--- config.mk ---
export PLATFORM = sky130hd
export DESIGN_NAME = instr_fetch_unit
export DESIGN_NICKNAME = d
export VERILOG_FILES = /design/src/rtl/instr_fetch_unit.sv
export SDC_FILE = /design/constraint.sdc
export NUM_CORES = 1
export LEC_CHECK = 0
export CORE_MARGIN = 2
export CORE_UTILIZATION = 40
export CTS_CLUSTER_DIAMETER = 60
export DETAILED_ROUTE_END_ITERATION = 6
export PLACE_DENSITY = 0.69
export SYNTH_ARGS = -nofsm -noshare
export SYNTH_HDL_FRONTEND = slang
export SYNTH_SLANG_ARGS = --single-unit
--- constraint.sdc ---
create_clock -name clk -period 1.96 [get_ports clk]
set_input_delay 0.392 -clock clk [delete_from_list [all_inputs] [get_ports clk]]
set_output_delay 0.392 -clock clk [all_outputs]
set_load 0.05 [all_outputs]
--- src/rtl/instr_fetch_unit.sv ---
// instr_fetch_unit: PC/IR fetch stage with jump folding, redirect flush and self-loop halt detection
module instr_fetch_unit #(
   parameter logic [7:0] RESET_PC = 8'h00,
   parameter logic [2:0] JMP_OP   = 3'b111,
   parameter int         CNT_W    = 16
) (
   input  logic             clk,
   input  logic             rst_n,
   output logic [7:0]       addr,
   input  logic [20:0]      instruction,
   output logic [20:0]      ir,
   output logic [7:0]       ir_pc,
   output logic             ir_valid,
   input  logic             ir_ready,
   input  logic             redirect,
   input  logic [7:0]       redirect_addr,
   output logic             halted,
   output logic [CNT_W-1:0] fetch_cnt
);
   typedef enum logic {st_run, st_halt} state_t;
   state_t state, state_nxt;
   logic [7:0] pc;
   logic advance, is_jmp, self_jmp;
   assign addr     = pc;
   assign advance  = (state == st_run) && (!ir_valid || ir_ready);
   assign is_jmp   = instruction[20:18] == JMP_OP;
   assign self_jmp = is_jmp && (instruction[7:0] == pc);
   always_ff @(posedge clk or negedge rst_n)
      if (!rst_n) state <= st_run;
      else state <= state_nxt;
   always_comb
      state_nxt = redirect ? st_run : (advance && self_jmp) ? st_halt : state;
   always_comb
      halted = state == st_halt;
   // A folded jump steers the PC on the same edge the jump enters IR, so no bubble
   always_ff @(posedge clk or negedge rst_n)
      if (!rst_n) begin
         pc        <= RESET_PC;
         ir        <= '0;
         ir_pc     <= '0;
         ir_valid  <= 1'b0;
         fetch_cnt <= '0;
      end else if (redirect) begin
         pc       <= redirect_addr;
         ir_valid <= 1'b0;
      end else if (advance) begin
         ir        <= instruction;
         ir_pc     <= pc;
         ir_valid  <= 1'b1;
         fetch_cnt <= &fetch_cnt ? fetch_cnt : fetch_cnt + CNT_W'(1);
         pc        <= is_jmp ? instruction[7:0] : pc + 8'd1;
      end else if (state == st_halt && ir_ready) begin
         ir_valid <= 1'b0;
      end
endmodule

---- Yosys cells after proc, flatten, opt, wreduce, memory -nomap -nowiden ----
Index checks and enable logic that the tools add are counted.
storage, ports and cells
  word-level logic and storage cells ...... 33
  bits in registers ....................... 55
  input bits .............................. 33
cells by class
  add/subtract/negate cells ............... 2
  multiplexer cells ....................... 8
  bitwise operators ....................... 3
  equal/unequal tests ..................... 2
  reductions and logical operators ........ 12
operators with widths
  kind                     count
  $mux W8                  3
  $add A16 B1 Y16 const B  1
  $reduce_and A16 Y1       1
  $add A8 B1 Y8 const B    1
  $eq A8 B8 Y1             1
  $mux W1                  5
  $logic_and A1 B1 Y1      4
  $reduce_bool A2 Y1       2
  $eq A3 B3 Y1 const B     1
  $not A1 Y1               3
  $reduce_and A3 Y1        1
  $reduce_bool A3 Y1       1
  $reduce_and A2 Y1        1
  $logic_not A1 Y1         1
  $logic_or A1 B1 Y1       1

---- Longest topological paths before layout ----
  depth after elaboration ................. 6
  depth in mapped cells ................... 6
  depth with buffers taken out ............ 5

---- Worst setup path before layout ----
Ideal clock, no wire load.
  path type ............................... register to register
  start ................................... register fetch_cnt[0]
  end ..................................... register fetch_cnt[1]
  cell stages (with the launch flop) ...... 6
  path slack .............................. 0.113 ns
  data arrival time ....................... 1.722 ns
  required time ........................... 1.835 ns
  cells stage by stage .................... dfrtp_1 -> ha_1 -> and4_1 -> and4_4 -> nor2_1 -> mux2_2
on the way
  cells in the longest elaborated chain, start to end .. 3
ends and longest elaborated chain
  item                                                                     RTL line  text
  start, declared                                                          18        output logic [CNT_W-1:0] fetch_cnt
  start signal, assigned                                                   50        fetch_cnt <= &fetch_cnt ? fetch_cnt : fetch_cnt + CNT_W'(1);
  parallel branches: the longest is 3 deep, another holds $add A16 B1 Y16  n/a
Several ways; the timed one is not identified.
A chain may end at the register's enable or synchronous reset.

---- Worst setup path in the final report ----
  start ................................... register ir[5]
  end ..................................... output port ir[5]
RTL lines
  item                    RTL line  text
  start, declared         11        output logic [20:0] ir,
  start signal, assigned  47        ir <= instruction;
No word-level cell between the ends.

==> summary.md <==
| Metric | Value |
|---|---|
| HP Class | in2async |
| WL per Instance | between 10 and 15 um |
| Slew margin rel. | 65.66% |
| Slowest cell on crit path | clkdlybuf4s50_1 |
| Design Power | 3644 uW |
| Core area | 0.006386 sq mm |
| Maxcap violations | 0 |
| PwrDens | 969.5 mW/mm^2 |
| Sequential share of the synthesized area | 51.64% |
| Combinational Power Share | 41.0% |
| Root Driver | clkbuf_8 |
| Die area | 0.007332 sq mm |
| Clock Pin Slew Worst Setup and Hold Paths | 100 ps |
| Worst EP required | about 1600 ps |
| Vias/cell | roughly 5.1 |
| Post-Syn Instances | 280 |
| Share of the synthesized area in the top cell type | 51.64% |
| Num CTS Buffers | 5 |
| CTS tree | done |
| Top-count cell post-synth | nand2_1 |
| Number of port buffers | 87 |
| Worst EP arrival | 1500 ps |
| TritonRoute pass-1 iters | 4 |
| Post-DP Area | 0.003674 sq mm |
| Area growth syn-to-layout | 41.03% |
| Gpl congestion | ~0.85 |
| HPWL Detailed | around 4700 um |
| Row cnt | 29 |
| Initial antenna violation count | 0 |
| First-pass GRT wire length | 11,110 um |
| 1st-iter DRT viols | 104 |
| Setup TNS | 0 ps |
| Die span in y | around 86 um |
| Final ANT Viol Nets | 0 |
| Final setup fails | 0 |
| Final hold vios | 0 |
| Ys Warns | 0 |
| P_leak | between 0.0015 and 0.002 uW |
| Worst slew pin tran | 513.5 ps |
| Post-synthesis register bit count | between 50 and 60 |
| Share of total power in the clock network | 17.2% |
| Area contributors post-synth | dfrtp_1 (52%), nand2_1 (14%), xor2_1 (6.6%) |
| VDD IR-drop max | 0.7779 mV |
| Synth Cell Area | 0.002665 sq mm |
| Async set-or-reset flop fraction in the synthesized netlist | 100.0% |
| Remaining Overflow, GRT | 0 |
| Crit start category | flop |
| Critical Setup Path Class | reg2out |
| Crit path max fanout | 2 |
| Vias in the first global route | 2,379 |
| Cells along the critical path | clkdlybuf4s50_1 |
| Clock Skew | 6.991 ps |
| Crit path max-delay family | buffers and inverters |
| Worst setup EP type | output port |
| Clock sink count | 55 |
| H-tree levels | 2 |
| Initial Util | between 40% and 50% |
| Netlist cell types | 40 |
| Max Clk Rate | 528.3 MHz |
| I/O pin count | 88 |
| DRT Wirelength | 6606 um |
| Outcome | complete, no violations |
| RSZ-0062 raised after global routing | no |
| Hold WS | 56.52 ps |
| Clk_lat worst skew | 310 ps |
| Fin. max-slew vios | 0 |
| Pin count of the biggest net entering global routing | 56 |
| Fin crit share | 96.57% |
| Sequential Power Share | 41.7% |
| Crit path time final | 1893 ps |
| Post-synth top cells | nand2_1 (96), dfrtp_1 (55), xor2_1 (20) |
| Post-synth EDFFs | 0 |
| GR Util All Layers | 18.74% |
| Nets | approximately 410 |
| Yosys top cell by area | dfrtp_1 |
| CP bufs+invs | 1 |
| Max incr delay on CP | 820 ps |
| Die width | 85.63 um |
| Syn Nets | 315 |
| Layout cells sized above 1 | between 10% and 20% |
| Ant. Diodes | 0 |
| DRC violation count after routing | 0 |
| Switching Fraction | 42.65% |
| Final Cell Area | 0.003759 sq mm |
| Net Switching | 1554 uW |
| Routed via count | between 2k and 2.5k |
| Internal power | 2090 uW |
| Top_reg_cell synth | dfrtp_1 |
| CTS Buffer Depth | 2 |
| Syn Area/Cell | 9.518 sq um |
[state kept, by name, indices dropped and copies added, names as in the netlist]
register and cells:
addr 8, fetch_cnt 16, halted 1, ir 21
ir_pc 8, ir_valid 1
[metrics by stage]
stage	std cells	worst slack (ps)	util, %
after global routing	457	12.71	58.86
final	457	67.27	58.86
after CTS	457	30.90	58.78
after global placement	449	100.0	57.52
after floorplan	280	112.8	-
after detailed placement	449	37.95	57.52
[layout make-up]
| cell class | count | area (sq um) |
|---|---|---|
| fill | 585 | 2628 |
| sequential | 55 | 1376 |
| multi-input combinational | 210 | 1226 |
| timing repair buffer | 104 | 963.4 |
| tap | 77 | 96.34 |
| clock buffer | 6 | 72.57 |
| clock inverter | 2 | 12.51 |
| inverter | 3 | 11.26 |
[worst paths after layout]
check                                    startpoint                        to  slack (ps)  cells past startpoint
max in group asynchronous                     rst_n       addr[3]$_DFFE_PN0P_        1650                      2
min                                           rst_n  fetch_cnt[4]$_DFFE_PN0P_          60                      2
max                               ir[5]$_DFFE_PN0P_                     ir[5]          70                      1
min reg2reg                      ir[20]$_DFFE_PN0P_        ir[20]$_DFFE_PN0P_         480                      2
max reg2reg                fetch_cnt[0]$_DFFE_PN0P_  fetch_cnt[1]$_DFFE_PN0P_         210                      5
min in group clk                 ir[20]$_DFFE_PN0P_        ir[20]$_DFFE_PN0P_         480                      2
[repair_timing]
action / CTS / global route
setup endpoints to repair: 4 / 2
resized for setup: 4 / 2
buffers inserted: 0 / 0
hold buffers: 0 / 0
[cells by family (layout without fill, tap and decap cells)]
group,Yosys count,count (layout),share of synthesized area (%)
and+or+nand+nor,154,154,28.31
DFF,55,55,51.64
AOI/OAI and AO/OA,23,23,5.587
xor gates and xnor gates,23,23,7.559
buffers and inverters,15,115,2.582
muxes,8,8,3.380
adders and majority gates,2,2,0.9388
[metal layers]
metal / up-vias / GRT usage [%] / wire (um)
li1: 1138 / - / -
met1: 1118 / 24.63 / 2976
met2: 77 / 31.82 / 3168
met3: 14 / 3.657 / 371
met4: 0 / 4.906 / 89
met5: - / 0 / 0
[cells in the final DEF (no fill, tap or decap), drive strengths merged, types with 2 or more instances in the layout]
master         instances
nand2                 97
clkdlybuf4s50         58
dfrtp                 55
buf                   40
xor2                  20
nor2                  10
nor3                  10
nand3                  9
o21ai                  7
clkbuf                 6
and4                   5
nand4                  5
mux2                   5
nor3b                  5
and3                   4
a31oi                  4
a21oi                  4
dlygate4sd2            4
inv                    3
a221o                  3
mux2i                  3
xnor2                  3
nand2b                 2
nor2b                  2
or3                    2
ha                     2
dlymetal6s2s           2
nor4                   2
[power groups by stage]
stage	clock (uW)	combinational [uW]	sequential (uW)
2_1_floorplan	0	327	2150
4_1_cts	650	1510	1520
3_5_place_dp	0	1510	1540
5_1_grt	704	1580	1550
3_3_place_gp	0	1500	1540
6_report	628	1500	1520
No activity file was read; power rests on OpenSTA's default activity.
